==> src/rtl/delay_line_3lane.sv <==
// Three independent free-running delay lines. Each lane shifts a
// {data, valid} pair through DEPTH stages every cycle and taps the stage
// selected by its registered delay code, so code N gives N+1 cycles of
// latency. Changing a lane's code drops everything already in flight on
// that lane, so a sample never emerges with a latency it was not launched
// under.
module delay_line_3lane #(
  parameter int WIDTH = 3,
  parameter int DEPTH = 8,
  localparam int DLYW = (DEPTH > 1) ? $clog2(DEPTH) : 1
) (
  input  logic             clk,
  input  logic             reset,
  input  logic [WIDTH-1:0] a,
  input  logic [WIDTH-1:0] b,
  input  logic [WIDTH-1:0] c,
  input  logic             a_valid,
  input  logic             b_valid,
  input  logic             c_valid,
  input  logic [DLYW-1:0]  dly_a,
  input  logic [DLYW-1:0]  dly_b,
  input  logic [DLYW-1:0]  dly_c,
  output logic [WIDTH-1:0] d,
  output logic [WIDTH-1:0] e,
  output logic [WIDTH-1:0] f,
  output logic             d_valid,
  output logic             e_valid,
  output logic             f_valid,
  output logic             busy
);

  localparam int LANES = 3;

  logic [WIDTH-1:0] w_inData  [LANES];
  logic             w_inValid [LANES];
  logic [DLYW-1:0]  w_dly     [LANES];
  logic             w_flush   [LANES];

  logic [WIDTH-1:0] w_nextData  [LANES][DEPTH];
  logic             w_nextValid [LANES][DEPTH];
  logic             w_anyValid;

  logic [WIDTH-1:0] w_outData  [LANES];
  logic             w_outValid [LANES];

  logic [WIDTH-1:0] r_data  [LANES][DEPTH];
  logic             r_valid [LANES][DEPTH];
  logic [DLYW-1:0]  r_dlyQ  [LANES];
  logic             r_busy;

  assign w_inData[0]  = a;
  assign w_inData[1]  = b;
  assign w_inData[2]  = c;
  assign w_inValid[0] = a_valid;
  assign w_inValid[1] = b_valid;
  assign w_inValid[2] = c_valid;
  assign w_dly[0]     = dly_a;
  assign w_dly[1]     = dly_b;
  assign w_dly[2]     = dly_c;

  // Next contents of every stage: stage 0 takes the new sample (bubble if
  // not valid), later stages shift unless this edge changes the lane's code.
  always_comb begin
    w_anyValid = 1'b0;
    for (int l = 0; l < LANES; l++) begin
      w_flush[l]          = (w_dly[l] != r_dlyQ[l]);
      w_nextValid[l][0]   = w_inValid[l];
      w_nextData[l][0]    = w_inValid[l] ? w_inData[l] : '0;
      w_anyValid          = w_anyValid | w_nextValid[l][0];
      for (int i = 1; i < DEPTH; i++) begin
        if (w_flush[l]) begin
          w_nextValid[l][i] = 1'b0;
          w_nextData[l][i]  = '0;
        end else begin
          w_nextValid[l][i] = r_valid[l][i-1];
          w_nextData[l][i]  = r_data[l][i-1];
        end
        w_anyValid = w_anyValid | w_nextValid[l][i];
      end
    end
  end

  // Stage, delay-code and busy registers; reset clears everything and wins
  // over loading and flushing.
  always_ff @(posedge clk) begin
    if (reset) begin
      for (int l = 0; l < LANES; l++) begin
        r_dlyQ[l] <= '0;
        for (int i = 0; i < DEPTH; i++) begin
          r_valid[l][i] <= 1'b0;
          r_data[l][i]  <= '0;
        end
      end
      r_busy <= 1'b0;
    end else begin
      for (int l = 0; l < LANES; l++) begin
        r_dlyQ[l] <= w_dly[l];
        for (int i = 0; i < DEPTH; i++) begin
          r_valid[l][i] <= w_nextValid[l][i];
          r_data[l][i]  <= w_nextData[l][i];
        end
      end
      r_busy <= w_anyValid;
    end
  end

  // Output tap at the registered code; data is forced to zero on bubbles and
  // codes beyond the last stage read as empty.
  always_comb begin
    for (int l = 0; l < LANES; l++) begin
      w_outValid[l] = 1'b0;
      w_outData[l]  = '0;
      if (r_dlyQ[l] <= DLYW'(DEPTH - 1)) begin
        w_outValid[l] = r_valid[l][r_dlyQ[l]];
        w_outData[l]  = r_valid[l][r_dlyQ[l]] ? r_data[l][r_dlyQ[l]] : '0;
      end
    end
  end

  assign d       = w_outData[0];
  assign e       = w_outData[1];
  assign f       = w_outData[2];
  assign d_valid = w_outValid[0];
  assign e_valid = w_outValid[1];
  assign f_valid = w_outValid[2];
  assign busy    = r_busy;

endmodule

==> config.mk <==
export PLATFORM = sky130hd
export DESIGN_NAME = delay_line_3lane
export DESIGN_NICKNAME = d
export VERILOG_FILES = /design/src/rtl/delay_line_3lane.sv
export SDC_FILE = /design/constraint.sdc
export NUM_CORES = 1
export LEC_CHECK = 0
export CORE_MARGIN = 3
export CORE_UTILIZATION = 40
export CTS_BUF_LIST = sky130_fd_sc_hd__clkbuf_8
export DETAILED_ROUTE_END_ITERATION = 12
export PLACE_DENSITY = 0.68
export RECOVER_POWER = 50
export SYNTH_ARGS = -nofsm -noshare
export SYNTH_HDL_FRONTEND = slang
export SYNTH_SLANG_ARGS = --single-unit
==> constraint.sdc <==
create_clock -name clk -period 1.9 [get_ports clk]
set_input_delay 0.19 -clock clk [delete_from_list [all_inputs] [get_ports clk]]
set_output_delay 0.19 -clock clk [all_outputs]
set_load 0.05 [all_outputs]
**After elaboration in Yosys (flattened, before gate mapping)**

Memories as Yosys holds them, arrays and structs flattened.
Cells that the tools add are included.

- Register bits after elaboration: 1
- Output and inout bits: 13
- Word-level logic and storage cells: 216
- Memory bits (read-only): 0
- Memory bits (writable): 105
- Memories: 3
- Latch bits: 0
- Input port bits: 23

- Shift operators: 0
- $lt $le $gt $ge: 6
- Divide/modulo/power cells: 0
- Eq/ne operators: 3
- Bitwise operators: 77
- Multiply operators: 0
- Add/sub/neg operators: 0
- Muxes and demuxes: 126
- Reduce and logical (&&, ||, !) cells: 0

Memory list:

| name | words | bits a word | read ports | clocked after Yosys merged registers in | wr ports | line | RTL |
|---|---|---|---|---|---|---|---|
| r_data | 3 | 24 | 3 | 0 | 3 | 46 | `logic [WIDTH-1:0] r_data [LANES][DEPTH];` |
| r_valid | 3 | 8 | 3 | 0 | 3 | 47 | `logic r_valid [LANES][DEPTH];` |
| r_dlyQ | 3 | 3 | 3 | 0 | 3 | 48 | `logic [DLYW-1:0] r_dlyQ [LANES];` |

Operator list:

| cell | count |
|---|---|
| $mux W3 | 63 |
| $or A1 B1 Y1 | 74 |
| $mux W1 | 57 |
| $bmux W3 S3 | 3 |
| $ge A4 B4 Y1 const B | 3 |
| $not A3 Y4 | 3 |
| $bmux W1 S3 | 3 |
| $le A3 B3 Y1 const B | 3 |
| $ne A3 B3 Y1 | 3 |

**Logic depth before layout (Yosys ltp)**

Gate-level depths: netlist of run 1.

- Depth in word-level cells: 25
- Gate-level depth with buffers: 5
- Gate-level depth less buffers: 4

**Worst setup path after synthesis of run 1**

OpenSTA, ideal clock, no wires.

- Path kind: register to output
- From: mem r_dlyQ[0][0] in the netlist's numbering
- To: out d[0]
- Slack: 0.185 ns
- Path buffers: 1
- Data required time: 1.710 ns
- Arrival: 1.525 ns
- Stages on the path, launching flop included: 5
- Path through: dfxtp_1 -> buf_6 -> mux4_2 -> mux2i_1 -> nor2_1

RTL lines:

| what | line | RTL |
|---|---|---|
| start: declaration | 48 |  |
| end: declaration | 23 | `output logic [WIDTH-1:0] d,` |

==> results.toml, run 1 <==
[yosys]
ys.warnings.count = 0
synthTopCellsByArea = "dfxtp_1, and2_1, mux4_1, xor2_2, buf_6"
avgSynthCellArea_um2 = 13.50
synthesis.area_mm2 = 0.004024
synthCells = 298
seq_area_frac_synth = 0.5274
synthAdderAreaFrac = 0
synth.most_common_cell = "dfxtp_1"
ys_top_cells_by_count = "dfxtp_1, and2_1, mux4_1"
synth_top_family_by_area = "simple AND/OR/NAND/NOR gates"
synth_edf_count = 0
yosysTopAreaCellShare = 0.5274
synth-xor-area-share = 0.03638
ys.flop_type = "dfxtp_1"
synth_top_area_cell = "dfxtp_1"
synth.area.mux_share = 0.1810
synth.distinct_cells = 17
syn_nets = 321
synthSimpleGateAreaFrac = 0.1981
synth-compound-area-share = 0.008706
ys_seq_elements = 106
synthArstFlopShare = 0

[timing]
worst_pin_slew_ns = 1.040
slew_violations = 0
fmax_ghz = 0.4921
fin_hold_ws_ns = 0.3930
fin_setup_tns_ns = -1.035
slew_headroom = 0.3065
rsz0062_at_grt = "true"
timing.final.crit_share = 1.069
hold_violations = 0
min_period_ns = 2.032
finalClockSkew_ns = 0.008029
setup_viol = 12
setup_ws_ns = -0.1320

[power]
leakage_nw = 1.814
p_per_area_mw_per_mm2 = 820.5
irDropWorstVdd_mv = 0.4313

[placed_design]
dpl.hpwl_um = 4392
port_buffers = 35
dp.cells = 458
globalplace.congestion = 0.7343
placed_area_mm2 = 0.004449

[final_layout]
final_area_mm2 = 0.004721
final_cells = 478
syn_to_final_growth_pct = 17.32
seq_area_mm2 = 0.002135
antennaDiodeCount = 0
fill_cells = 851
drive_gt1_frac = 0.2521
utilization = 0.4968
final_nets = 367
multi_input_area_mm2 = 0.001689

[worst_setup_path]
cp_data_arrival_time_ns = 1.84
worstPathCellList = "buf_12 -> mux4_2 -> mux2i_4 -> inv_1 -> buf_6"
path_class = "reg2out"
max_stage_delay_ns = 0.52
worstSetupEndpointType = "output pin"
crit_required_ns = 1.71
start_kind = "flip-flop"
cpMaxStageDelayCell = "mux4_2"
crit_path_max_fanout = 5

[clocking]
h-tree-depth = 3
clk_path_buf_depth = 2
clock_sinks = 106
cts-root-buf = "clkbuf_8"
tritoncts = "done"
clkTransAtPathRegs_ns = 0.09
clkLatencyLatePin_ns = 0.35
cts_buffers = 9
ctsHoldBuffers = 0

[outcome]
status = "finished with violations"
violations = "negative setup slack"

[drt]
drtIter0Drc = 65
via_per_inst = 4.615
ant_nets = 0
drt_pass1_iterations = 4
route.detailed.drc = 0
via_count = 2206
wl_per_cell_um = 13.65
routed_wl_um = 6525

[global_routing]
grt_util_all_layers = 0.1268
grt_pass1_wl_um = 11130
grt_pass1_vias = 2233
grt_max_degree = 29
overflow = 0
antenna_found_initial = 0

[floorplanning]
chipWidth_um = 106.3
io_pins = 36
start_util = 0.4234
num_rows = 35
core-area_mm2 = 0.009503
die_h_um = 106.3
die_area_mm2 = 0.01130

[flow_run]
drv_cap = 0

[hold_path]
hold_path.class = "in2reg"
[per-stage QoR]
stage | power (mW) | setup slack [ns]
6_report | 3.873 | -0.1320
5_1_grt | 4.043 | -0.2304
4_1_cts | 3.929 | -0.1686
3_5_place_dp | 2.591 | 0.04628
3_3_place_gp | 2.588 | 0.06291
2_1_floorplan | 2.498 | 0.1851
[layer usage]
metal / up-vias / share of wire / GRT usage
li1: 1091 / - / -
met1: 1072 / 0.49 / 0.1696
met2: 37 / 0.45 / 0.1910
met3: 6 / 0.050 / 0.04979
met4: 0 / 0.011 / 0.03608
met5: - / 0 / 0
[what timing repair did]
item,in CTS,in global routing
pin swaps,1,3
setup buffers,2,1
resized for setup,36,10
cloned,0,1
endpoints found under the setup margin,12,12
[worst max-delay path: cells and delay by family (launching register included)]
kind	cells	cell delay [ns]
buf+inv	3	0.36
flops	1	0.38
mux	2	0.76
[where the power goes]
part	total [mW]	internal (mW)	switching [mW]
registers	2.28	2.24	0.0324
clock network	1.32	0.567	0.748
logic	0.281	0.152	0.129
total	3.87	2.96	0.910
[logic make-up (layout without fill, tap and decap cells)]
family | after synthesis | after routing
compound gates | 4 | 4
xor+xnor | 9 | 9
buf+inv | 19 | 70
flops | 106 | 106
mux | 36 | 36
simple gates | 124 | 124
[path summary, 6_finish.rpt]
| check | from | cells after the start | slack, ns | endpoint |
|---|---|---|---|---|
| max | r_dlyQ[0][0] | 5 | -0.13 | d_valid |
| min | b[2] | 2 | 0.39 | r_data[0][47] |
| max reg2reg | r_valid[0][12] | 3 | 0.35 | busy |
| min reg2reg | r_data[0][19] | 1 | 0.45 | r_data[0][16] |
[cell type report]
class	count	share of cell area
flip-flops and latches	106	0.4522
multi-input cells	173	0.3578
repair buffers	51	0.1121
well taps	129	0.03419
clock buffers	11	0.03207
clock inverters	5	0.009276
inverters	3	0.002385
[cells in the final DEF (no fill, tap or decap), types with 3 or more instances in the layout]
master,instances
nor3_1,4
nor2_2,4
and2_0,10
clkbuf_8,11
clkdlybuf4s50_1,22
dfxtp_1,102
o41ai_1,3
buf_4,10
nor4_4,3
xor2_2,9
and2_1,83
mux2i_1,9
or4_1,3
buf_6,12
nor2b_1,12
mux4_1,3
nor2_1,5
dfxtp_4,3
mux4_2,21
[sequential cells by signal (all words and copies together) (netlist names)]
name / flops
r_dlyQ: 9
r_valid: 24
busy: 1
r_data: 72
Note: power is estimated with default switching activity, not from simulation.
==> run 2: changes to the inputs <==
CAP_MARGIN = 15   (was default)
SLEW_MARGIN = 20   (was default)
==> results of run 2 <==
The final DEF is identical to that of run 1; final timing and power are the same.
